`config.mk`:
```
export PLATFORM = sky130hd
export DESIGN_NAME = jtframe_ram_upload
export DESIGN_NICKNAME = d
export VERILOG_FILES = /design/src/rtl/jtframe_ram_upload.sv
export SDC_FILE = /design/constraint.sdc
export NUM_CORES = 1
export LEC_CHECK = 0
export BUFFER_PORTS_ARGS = -buffer_cell sky130_fd_sc_hd__buf_2
export CORE_ASPECT_RATIO = 1.2
export CORE_MARGIN = 2
export CORE_UTILIZATION = 30
export CTS_CLUSTER_SIZE = 14
export DETAILED_ROUTE_END_ITERATION = 16
export GPL_TIMING_DRIVEN = 0
export PLACE_DENSITY = 0.48
export REMOVE_ABC_BUFFERS = 1
export SLEW_MARGIN = 40
export SYNTH_ARGS = -nofsm -noshare
export SYNTH_HDL_FRONTEND = slang
export SYNTH_SLANG_ARGS = --single-unit
```
`constraint.sdc`:
```
create_clock -name clk -period 7.9 [get_ports clk]
set_input_delay 1.185 -clock clk [delete_from_list [all_inputs] [get_ports clk]]
set_output_delay 1.185 -clock clk [all_outputs]
set_load 0.01 [all_outputs]
```
`src/rtl/jtframe_ram_upload.sv`:
```
// jtframe_ram_upload: serves NVRAM upload bytes to the io controller from SDRAM words, with a one-word cache and next-word prefetch
//   clk, rst                  : clock (clk_rom) and synchronous active-high reset
//   ioctl_ram, ioctl_addr,
//   ioctl_rd                  : upload session flag, byte address and one-cycle byte request
//   ioctl_data_out, ioctl_rdy : returned byte and its one-cycle valid pulse
//   busy                      : a demand request is outstanding
//   prog_addr, prog_rd,
//   prog_bank                 : SDRAM read request (level, held until sdram_ack)
//   sdram_ack, data_rdy,
//   data_read                 : SDRAM request accept, read-data strobe and read word
module jtframe_ram_upload #(
  parameter int AW   = 22,
  parameter int BASE = 0,
  parameter int SIZE = 1024,
  parameter int BANK = 0
) (
  input  logic          clk,
  input  logic          rst,
  input  logic          ioctl_ram,
  input  logic [24:0]   ioctl_addr,
  input  logic          ioctl_rd,
  output logic [7:0]    ioctl_data_out,
  output logic          ioctl_rdy,
  output logic          busy,
  output logic [AW-1:0] prog_addr,
  output logic          prog_rd,
  output logic [1:0]    prog_bank,
  input  logic          sdram_ack,
  input  logic          data_rdy,
  input  logic [15:0]   data_read
);
  localparam logic [AW-1:0] BASE_W = AW'(BASE);
  localparam logic [25:0]   SIZE_B = 26'(SIZE);
  localparam logic [25:0]   SIZE_W = 26'(SIZE / 2);
  localparam logic [1:0]    BANK_B = 2'(BANK);
  typedef enum logic [2:0] {S_IDLE, S_REQ, S_WAIT, S_PREQ, S_PWAIT} state_t;
  function automatic logic [AW-1:0] word_of(input logic [24:0] a);
    return BASE_W + AW'(a[24:1]);
  endfunction
  function automatic logic in_range(input logic [24:0] a);
    return {1'b0, a} < SIZE_B;
  endfunction
  function automatic logic next_ok(input logic [24:0] a);
    return ({2'b0, a[24:1]} + 26'd1) < SIZE_W;
  endfunction
  state_t         state_q, state_d;
  logic [7:0]     dout_q, dout_d;
  logic           rdy_q, rdy_d, busy_q, busy_d, prog_rd_q, prog_rd_d;
  logic [AW-1:0]  prog_addr_q, prog_addr_d, tag_q, tag_d;
  logic [1:0]     prog_bank_q, prog_bank_d;
  logic [15:0]    cdata_q, cdata_d;
  logic           valid_q, valid_d, pend_q, pend_d, pref_q, pref_d, abort_q, abort_d;
  logic [24:0]    req_addr_q, req_addr_d;
  logic           take, is_pref, acking, got, serve, pend_now;
  logic [24:0]    srv_addr;
  logic [15:0]    srv_word;
  assign take    = ioctl_rd && ioctl_ram && !busy_q;
  assign is_pref = state_q == S_PREQ || state_q == S_PWAIT;
  assign acking  = (state_q == S_REQ || state_q == S_PREQ) && sdram_ack;
  // an ack and data_rdy in the same cycle complete the access at once
  assign got     = data_rdy && (acking || state_q == S_WAIT || state_q == S_PWAIT);
  always_comb begin
    state_d     = state_q;
    dout_d      = dout_q;
    rdy_d       = 1'b0;
    busy_d      = busy_q;
    prog_rd_d   = prog_rd_q;
    prog_addr_d = prog_addr_q;
    tag_d       = tag_q;
    cdata_d     = cdata_q;
    valid_d     = valid_q & ioctl_ram;
    pend_d      = pend_q;
    pref_d      = pref_q & ioctl_ram;
    abort_d     = abort_q | ~ioctl_ram;
    req_addr_d  = req_addr_q;
    serve       = 1'b0;
    srv_addr    = ioctl_addr;
    srv_word    = cdata_q;
    pend_now    = 1'b0;
    if (state_q == S_IDLE) begin
      abort_d = 1'b0;
      busy_d  = 1'b0;
      if (take) begin
        if (in_range(ioctl_addr) && !(valid_q && tag_q == word_of(ioctl_addr))) begin
          state_d     = S_REQ;
          prog_rd_d   = 1'b1;
          prog_addr_d = word_of(ioctl_addr);
          req_addr_d  = ioctl_addr;
          busy_d      = 1'b1;
          pref_d      = 1'b0;
        end else serve = 1'b1;
      end else if (pref_q && ioctl_ram) begin
        // the cache holds the word whose odd byte was just served
        state_d     = S_PREQ;
        prog_rd_d   = 1'b1;
        prog_addr_d = tag_q + AW'(1);
        pref_d      = 1'b0;
      end
    end else begin
      if (is_pref && take && !pend_q) begin
        pend_d     = 1'b1;
        req_addr_d = ioctl_addr;
        busy_d     = 1'b1;
      end
      pend_now = pend_d;
      if (acking) begin
        prog_rd_d = 1'b0;
        state_d   = state_q == S_REQ ? S_WAIT : S_PWAIT;
      end
      if (got) begin
        state_d  = S_IDLE;
        pend_d   = 1'b0;
        srv_addr = req_addr_d;
        srv_word = data_read;
        if (abort_d) busy_d = 1'b0;
        else begin
          tag_d   = prog_addr_q;
          cdata_d = data_read;
          valid_d = 1'b1;
          if (!is_pref || (pend_now && (!in_range(req_addr_d) || word_of(req_addr_d) == prog_addr_q)))
            serve = 1'b1;
          else if (pend_now) begin
            state_d     = S_REQ;
            prog_rd_d   = 1'b1;
            prog_addr_d = word_of(req_addr_d);
          end
        end
      end
    end
    if (serve) begin
      rdy_d  = 1'b1;
      dout_d = in_range(srv_addr) ? (srv_addr[0] ? srv_word[15:8] : srv_word[7:0]) : 8'hFF;
      pref_d = pref_d | (srv_addr[0] & next_ok(srv_addr));
    end
    prog_bank_d = prog_rd_d ? BANK_B : 2'b0;
  end
  always_ff @(posedge clk) begin
    if (rst) begin
      state_q     <= S_IDLE;
      dout_q      <= '0;
      rdy_q       <= 1'b0;
      busy_q      <= 1'b0;
      prog_rd_q   <= 1'b0;
      prog_addr_q <= '0;
      prog_bank_q <= '0;
      tag_q       <= '0;
      cdata_q     <= '0;
      valid_q     <= 1'b0;
      pend_q      <= 1'b0;
      pref_q      <= 1'b0;
      abort_q     <= 1'b0;
      req_addr_q  <= '0;
    end else begin
      state_q     <= state_d;
      dout_q      <= dout_d;
      rdy_q       <= rdy_d;
      busy_q      <= busy_d;
      prog_rd_q   <= prog_rd_d;
      prog_addr_q <= prog_addr_d;
      prog_bank_q <= prog_bank_d;
      tag_q       <= tag_d;
      cdata_q     <= cdata_d;
      valid_q     <= valid_d;
      pend_q      <= pend_d;
      pref_q      <= pref_d;
      abort_q     <= abort_d;
      req_addr_q  <= req_addr_d;
    end
  end
  assign ioctl_data_out = dout_q;
  assign ioctl_rdy      = rdy_q;
  assign busy           = busy_q;
  assign prog_rd        = prog_rd_q;
  assign prog_addr      = prog_addr_q;
  assign prog_bank      = prog_bank_q;
endmodule
```
==> out/metrics.yaml, run 1 <==
ctsRootBufferMaster: "clkbuf_16"
p_total_mw: 2.07
dpl.cell_count: 1074
avgViaCountPerCell: 5.30
die_h_microns: 162
required_ps: 8110
n_antenna_cell: 0
grtUsageTotal_pct: 18.9
synthCells: 780
grt_first_pass_wirelength_microns: 32300
cts-buffers-inserted: 9
cts_resized: 0
async_flop_share_pct: 0
fp-row-count: 57
synthFlopType: "dfxtp_1"
insertion_delay_ps: 370
fin_worst_skew_ps: 10.4
grt-ovfl-total: 0
fillers: 2185
cp-start-kind: "primary input"
gp_congestion: 0.868
cts.sinks: 103
drt_iter0_markers: 449
hold_viol: 0
synth-edff-count: 0
yosys_warnings: 0
cts_tree: "built"
tightestPinTransition_ps: 810
antenna_left: 0
layout.nets: 868
cts_hold_buf: 0
powerDensity_nw_per_um2: 290
path_clk_slew_ps: 80
cap_violations: 0
pin_count: 82
ir_drop_mv: 0.109
fin_area_sq_um: 7160
slew_headroom_pct: 44.8
cp.arrival_ps: 4430
drc: 0
dp_slack_ps: 3320
setup_tns_ps: 0
h-tree-depth: 3
p_leak_nw: 2.84
path_max_fanout: 30
final_cells: 1090
drt-wirelength-per-cell_microns: 18.7
drive_above_1_share_pct: 15.9
syn-cell-area_sq_um: 6240
drt-total-wl_microns: 20400
grt_max_degree: 80
final_max_slew_viol_count: 0
min_period_ps: 4210
status: "complete, no violations"
rsz0062_at_grt: "no"
setup_violations: 0
post_cts_buffers: 0
synthDistinctLibCells: 63
syn2layout_area_growth_pct: 14.8
synth-seq-cells: 103
fin_ws_ps: 3690
ys_seq_area_share_pct: 33.1
clock.fmax_ghz: 0.237
core-area_sq_um: 20300
die_area_sq_um: 22000
grt_pass1_vias: 5597
period_share_pct: 53.3
hpwl_microns: 15200
placed_area_sq_um: 6880
die_w_microns: 136
via_count: 5779
synth_area_per_cell_sq_um: 7.99
clockBufferDepth: 2
crit_type: "primary input to register"
min_path_type: "register to register"
numPortBuffers: 79
antenna_found_initial: 0
start_util_pct: 30.7
endpoint_kind: "register"
drtPass1Iterations: 6
[logic make-up (layout without fill, tap and decap cells)]
kind of cell,count (synthesis),after routing,synth area share [%]
simple gates,288,288,22.7
compound gates,187,187,19.9
flops,103,103,33.1
buf+inv,83,127,5.92
mux,61,61,10.2
xor+xnor,56,56,7.87
fa+ha+maj,1,1,0.201
other cells,1,2,0.0601
[flip-flops by register name, summed over array words and instances (netlist names)]
name            cells
prog_addr          22
ioctl_data_out      8
ioctl_rdy           1
tag_q              22
valid_q             1
prog_rd             1
state_q             3
req_addr_q         25
cdata_q            16
busy                1
pend_q              1
pref_q              1
abort_q             1
[final timing paths]
kind / start / end / slack (ps) / cells after the start
worst max-delay path: ioctl_ram / ioctl_data_out[7] / 3690 / 9
worst min-delay path: cdata_q[9] / cdata_q[9] / 460 / 2
worst max register to register: state_q[2] / ioctl_data_out[7] / 3910 / 8
worst min register to register: cdata_q[9] / cdata_q[9] / 460 / 2
[where the power goes]
group / internal [mW] / switching, mW / total (mW) / leakage, nW
registers: 0.602 / 0.104 / 0.706 / 0.834
logic: 0.388 / 0.546 / 0.934 / 1.86
clock network: 0.217 / 0.217 / 0.435 / 0.141
[synthesized netlist by cell type, types with 6 or more instances]
library cell	count	area, sq um
dfxtp_1	103	2060
xor2_1	26	228
clkbuf_1	38	143
xnor2_1	30	263
mux2_2	11	124
nor3_1	13	65.1
nand2b_1	34	213
a21oi_1	59	295
nand2_1	105	394
buf_2	7	35.0
o22ai_1	25	156
a22oi_1	23	173
nand4_1	15	93.8
and3_1	9	56.3
inv_1	25	93.8
mux2i_1	45	450
o21ai_0	20	100
nor2_1	49	184
o211ai_1	7	52.6
a211oi_1	6	45.0
nor4_1	9	56.3
a211o_1	16	140
nand3_1	25	125
o221ai_1	7	61.3
[critical path: stages]
cell and delay [ps]:
buf_2 140, and4bb_2 360, o21a_2 710, mux2_2 430
a211o_1 320, nor3_1 230, nand4_1 170, a211oi_2 680
a22oi_1 190
[layer usage]
metal  track usage (%)  vias up  wire length [microns]
li1                  -     2869                      -
met1              25.2     2753                   9420
met2              31.4      134                   9880
met3              3.28       23                    822
met4              5.30        0                    313
met5                 0        -                      0
[placed cells by master (no fill, tap or decap), types with 3 or more instances in the layout]
cell type,n
nand3_1,24
dfxtp_1,103
mux2_1,3
or3_1,5
o22ai_1,25
a21oi_1,59
a211oi_1,6
o211ai_1,7
a211o_1,16
buf_2,78
nor2b_1,3
and4_1,4
nand4_1,15
mux2i_1,45
o21ai_0,19
nand2_1,104
nor2_1,48
nor4_1,9
mux2_2,11
o2111ai_1,3
xor2_1,26
nor3_1,13
buf_8,6
a22oi_1,23
and3_1,8
inv_6,3
clkbuf_16,9
inv_1,25
o221ai_1,7
nor3b_1,4
xnor2_1,30
nand2b_1,34
[layout make-up]
cell class / count / area (sq um) / share of cell area (%)
inverter: 25 / 93.8 / 1.31
tap: 265 / 332 / 4.63
sequential: 103 / 2060 / 28.8
clock buffer: 9 / 225 / 3.15
clock inverter: 7 / 53.8 / 0.751
timing repair buffer: 86 / 528 / 7.38
multi-input combinational: 595 / 3860 / 54.0
[metrics by stage]
stage | util, % | hold WS [ps]
after floorplan | - | 430
after global placement | 32.9 | 443
after detailed placement | 33.9 | 447
after CTS | 35.2 | 458
after global routing | 35.2 | 479
final | 35.2 | 455
No activity file was read; power rests on OpenSTA's default activity.
==> run 2, diff against run 1 <==
Settings changed: PLACE_DENSITY 0.48 to 0.5.
Clock period 7.9 ns to 3.4 ns, I/O delays scaled along.
==> out/metrics.yaml, run 2 (synthesized netlist as in run 1, its figures left out) <==
setup_violations: 0  # unchanged
ir_drop_mv: 0.296  # was 0.109 mV
grt-ovfl-total: 0  # unchanged
regMostFlops: "req_addr_q"  # unchanged
cp-start-kind: "register"  # was primary input
h-tree-depth: 3  # unchanged
insertion_delay_ps: 360  # was 370 ps
start_util_pct: 30.7  # unchanged
drive_above_1_share_pct: 17.0  # was 15.9%
ff_latch_area_sq_um: 2070  # was 2060 sq um
grt_pass1_vias: 5786  # was 5597
die_area_sq_um: 22000  # unchanged
grt_max_degree: 78  # was 80
clock.fmax_ghz: 0.312
antenna_found_initial: 0  # unchanged
avgViaCountPerCell: 5.38  # was 5.30
multiInputGateArea_sq_um: 3900  # was 3860 sq um
largest_reg_flops: 25  # unchanged
cts-buffers-inserted: 9  # unchanged
antenna_left: 0  # unchanged
ctsRootBufferMaster: "clkbuf_16"  # unchanged
cts_tree: "built"  # unchanged
hpwl_microns: 15200  # about the same
ff2ff_setup_slack_ps: 190  # was 3910 ps
final_max_slew_viol_count: 0  # unchanged
period_share_pct: 94.4
setup_tns_ps: 0  # unchanged
min_period_ps: 3210
path_max_fanout: 12  # was 30
min_path_type: "primary input to register"  # was register to register
endpoint_kind: "register"  # unchanged
drt_iter0_markers: 386  # was 449
layout.nets: 874  # was 868
crit_type: "register to register"  # was primary input to register
critPathLaunch: "state_q[2]"  # was ioctl_ram
r2r_cells: 8  # unchanged
fp-row-count: 57  # unchanged
die_h_microns: 162  # unchanged
numPortBuffers: 79  # unchanged
final_common_cell: "nand2_1"  # unchanged
dp_slack_ps: -532  # was 3320 ps
crit_path_end: "prog_addr[6]"  # was ioctl_data_out[7]
cap_violations: 0  # unchanged
cp.arrival_ps: 3460  # was 4430 ps
drt-total-wl_microns: 20800  # was 20400 microns
rsz0062_at_grt: "no"  # unchanged
path_clk_slew_ps: 70  # was 80 ps
p_leak_nw: 2.87  # was 2.84 nW
tightestPinTransition_ps: 694  # was 810 ps
die_w_microns: 136  # unchanged
cts.sinks: 103  # unchanged
core-area_sq_um: 20300  # unchanged
drt-wirelength-per-cell_microns: 19.0  # was 18.7 microns
rr_startpoint: "state_q[2]"  # unchanged
cts_hold_buf: 0  # unchanged
layout_common_cells: "nand2_1 (104), dfxtp_1 (100), buf_2 (78)"  # was nand2_1 (104), dfxtp_1 (103), buf_2 (78)
status: "complete, no violations"  # unchanged
powerDensity_nw_per_um2: 672  # was 290 nW/um^2
min_path_cells: 3  # was 2
gp_congestion: 0.862  # was 0.868
slew_headroom_pct: 53.5  # was 44.8%
drc: 0  # unchanged
fin_ws_ps: 190  # was 3690 ps
grtUsageTotal_pct: 19.1  # was 18.9%
grt_first_pass_wirelength_microns: 32800  # was 32300 microns
pin_count: 82  # unchanged
n_antenna_cell: 0  # unchanged
required_ps: 3650  # was 8110 ps
r2r-end: "prog_addr[6]"  # was ioctl_data_out[7]
syn2layout_area_growth_pct: 16.5  # was 14.8%
drtPass1Iterations: 5  # was 6
hold_viol: 0  # unchanged
fillers: 2191  # was 2185
clockBufferDepth: 2  # unchanged
fin_worst_skew_ps: 8.41  # was 10.4 ps
via_count: 5896  # was 5779
## run 2: worst max-delay path, stage by stage, from the launching register on
cell     delay, ps
dfxtp_2        430
and3b_2        320
o21ai_2        510
mux2_4         360
or4b_1         520
a31oi_2        280
o22ai_4        180
buf_8          190
mux2_1         310
## run 2: metrics by stage
step / util [%] / instance area, sq um / hold slack, ps / power (mW) / cells
after floorplan: - / 5960 / 430 / 2.97 / 723
after global placement: 32.9 / 6690 / 442 / 3.68 / 1067
after detailed placement: 33.9 / 6900 / 449 / 3.87 / 1074
after CTS: 35.7 / 7250 / 381 / 4.90 / 1095
after global routing: 35.7 / 7260 / 390 / 5.18 / 1095
final: 35.7 / 7260 / 386 / 4.88 / 1095
## run 2: cell type report
cell class / instances / area share [%]
Inverter: 25 / 1.29
Timing Repair Buffer: 91 / 8.23
Multi-Input combinational cell: 596 / 53.7
Tap cell: 265 / 4.57
Clock buffer: 10 / 3.29
Sequential cell: 103 / 28.4
Clock inverter: 5 / 0.465
## run 2: routing by layer
| layer | track usage, % | share of wire (%) | routed length (microns) |
|---|---|---|---|
| met5 | 0 | 0 | 0 |
| met4 | 7.43 | 2.4 | 490 |
| met3 | 2.62 | 4.2 | 875 |
| met2 | 31.8 | 48 | 10100 |
| met1 | 25.0 | 45 | 9340 |
## run 2: timing repair
item                                    in CTS  in global routing
resized for setup                            4                  4
cloned                                       1                  0
endpoints found under the setup margin      34                 12
buffers inserted                             5                  0
pin swaps                                    1                  0
## run 2: worst min-delay path by stage
stage | slack, ps | end | from
after detailed placement | 450 | cdata_q[13] | cdata_q[13]
after global placement | 440 | prog_rd | prog_rd
after global routing | 390 | cdata_q[7] | data_read[7]
final | 390 | cdata_q[12] | data_read[12]
after CTS | 380 | cdata_q[12] | data_read[12]
after floorplan | 430 | cdata_q[10] | cdata_q[10]
## run 2: power breakdown
group	internal (mW)	leakage [nW]	switching [mW]	total (mW)
Clock	0.513	0.131	0.492	1.01
Sequential	1.40	0.836	0.249	1.65
Combinational	0.945	1.90	1.28	2.23
Total	2.86	2.87	2.02	4.88
==> run 3, diff against run 2 <==
Settings changed: CAP_MARGIN set to 10, PLACE_DENSITY 0.5 to not set.
Clock period 3.4 ns to 3.9 ns, I/O delays scaled along.
==> out/metrics.yaml, run 3 (synthesized netlist as in run 1, its figures left out) <==
status: "complete, no violations"  # unchanged
drtPass1Iterations: 5  # unchanged
p_leak_nw: 2.88  # was 2.87 nW
ff2ff_setup_slack_ps: 340  # was 190 ps
cts_hold_buf: 0  # unchanged
grt_pass1_vias: 5608  # was 5786
die_w_microns: 136  # unchanged
powerDensity_nw_per_um2: 611  # was 672 nW/um^2
required_ps: 4100  # was 3650 ps
syn2layout_area_growth_pct: 16.5  # about the same
rsz0062_at_grt: "no"  # unchanged
drt-total-wl_microns: 19500  # was 20800 microns
seq_power_share_pct: 32.3  # was 33.8%
endpoint_kind: "register"  # unchanged
worstHoldEndpoint: "cdata_q[13]"  # was cdata_q[12]
final_max_slew_viol_count: 0  # unchanged
pwr-share-clk_pct: 24.1  # was 20.6%
die_h_microns: 162  # unchanged
cp-start-kind: "register"  # unchanged
p_int_mw: 2.70  # was 2.86 mW
hold_path.startpoint: "cdata_q[13]"  # was data_read[12]
insertion_delay_ps: 350  # was 360 ps
fp-row-count: 57  # unchanged
clock.fmax_ghz: 0.281  # was 0.312 GHz
crit_type: "register to register"  # unchanged
cp.arrival_ps: 3770  # was 3460 ps
final_common_cell: "nand2_1"  # unchanged
p_switching_mw: 1.74  # was 2.02 mW
hpwl_microns: 14400  # was 15200 microns
cap_violations: 0  # unchanged
antenna_found_initial: 1  # was 0
hold_viol: 0  # unchanged
die_area_sq_um: 22000  # unchanged
p_total_mw: 4.43  # was 4.88 mW
critPathLaunch: "state_q[2]"  # unchanged
grtUsageTotal_pct: 17.8  # was 19.1%
path_clk_slew_ps: 80  # was 70 ps
pin_count: 82  # unchanged
gp_congestion: 0.965  # was 0.862
period_share_pct: 91.4  # was 94.4%
layout_common_cells: "nand2_1 (104), dfxtp_1 (103), buf_2 (78)"  # was nand2_1 (104), dfxtp_1 (100), buf_2 (78)
core-area_sq_um: 20300  # unchanged
grt_first_pass_wirelength_microns: 31000  # was 32800 microns
fin_area_sq_um: 7260  # about the same
cts.sinks: 103  # unchanged
slew_headroom_pct: 47.1  # was 53.5%
layout.nets: 868  # was 874
placed_area_sq_um: 6870  # was 6900 sq um
cts-buffers-inserted: 9  # unchanged
cts_tree: "built"  # unchanged
path_max_fanout: 30  # was 12
h-tree-depth: 3  # unchanged
drt_iter0_markers: 454  # was 386
regMostFlops: "req_addr_q"  # unchanged
drt-wirelength-per-cell_microns: 17.8  # was 19.0 microns
fin_worst_skew_ps: 13.8  # was 8.41 ps
r2r_cells: 8  # unchanged
numPortBuffers: 79  # unchanged
sw_frac_of_total_pct: 39.1  # was 41.4%
setup_tns_ps: 0  # unchanged
start_util_pct: 30.7  # unchanged
antenna_left: 0  # unchanged
ir_drop_mv: 0.250  # was 0.296 mV
min_path_cells: 2  # was 3
avgViaCountPerCell: 5.35  # was 5.38
setup_violations: 0  # unchanged
rr_startpoint: "state_q[2]"  # unchanged
grt-ovfl-total: 0  # unchanged
ctsRootBufferMaster: "clkbuf_16"  # unchanged
grt_max_degree: 67  # was 78
min_path_type: "register to register"  # was primary input to register
largest_reg_flops: 25  # unchanged
via_count: 5842  # was 5896
r2r-end: "ioctl_data_out[5]"  # was prog_addr[6]
drc: 0  # unchanged
tightestPinTransition_ps: 778  # was 694 ps
comb_power_share_pct: 43.6  # was 45.6%
drive_above_1_share_pct: 15.9  # was 17.0%
min_period_ps: 3560  # was 3210 ps
fin_util_pct: 35.7  # about the same
clockBufferDepth: 2  # unchanged
run 3: changes by cell type in the layout (fill, tap and decap cells not counted), moves of 2 or more:
| cell | before | now |
|---|---|---|
| buf_4 | 4 | 1 |
| buf_6 | 0 | 2 |
| dfxtp_1 | 100 | 103 |
| dfxtp_2 | 3 | 0 |
| buf_8 | 5 | 0 |
| clkinv_2 | 2 | 0 |
| bufinv_16 | 0 | 3 |
run 3: layer usage:
metal / GRT usage [%] / share of wire, %
met3: 2.25 / 4.8
met2: 29.9 / 49
met4: 6.49 / 2.4
met5: 0 / 0.056
met1: 23.1 / 44
run 3: timing repair:
item                       4_1_cts  5_1_grt
buffers inserted                 0        2
pin swaps                        0        1
gates resized for setup          1        0
setup endpoints to repair        1       10
run 3: cell type report:
class                           count  area [sq um]
Antenna cell                        1          2.50
Clock buffer                       10           239
Timing Repair Buffer               86           551
Multi-Input combinational cell    595          3870
Clock inverter                      6           115
Fill cell                        2134         13100
Tap cell                          265           332
Sequential cell                   103          2060
Inverter                           25          93.8
run 3: through the flow:
stage               instances  hold slack [ps]  setup slack, ps
global placement         1067              442            -1740
detailed placement       1072              446             -173
finish                   1091              454              336
CTS                      1088              457             79.7
global route             1090              473             84.5
floorplan                 723              430              274
run 3: how the worst max path moves through the flow:
stage                                   end  slack (ps)  cells past startpoint
after floorplan               prog_addr[17]         270                      8
after CTS                     prog_addr[17]          80                      9
after global routing      ioctl_data_out[7]          80                      8
after detailed placement      prog_addr[17]        -170                     10
after global placement        req_addr_q[3]       -1740                      8
final                     ioctl_data_out[5]         340                      8
run 3: power by group through the flow:
| stage | sequential, mW | clock [mW] | combinational [mW] |
|---|---|---|---|
| floorplan | 1.44 | 0 | 1.15 |
| global route | 1.46 | 1.13 | 2.09 |
| global placement | 1.45 | 0 | 1.73 |
| detailed placement | 1.45 | 0 | 1.88 |
| CTS | 1.43 | 1.09 | 1.88 |
| finish | 1.43 | 1.07 | 1.93 |
run 3: critical path, stage by stage, from the launching register on:
cell      delay [ps]
dfxtp_1          490
nor3b_2          520
o21a_4           490
mux2_2           410
a211o_1          320
nor3_1           210
nand4_1          170
a211oi_2         600
a22oi_1          190
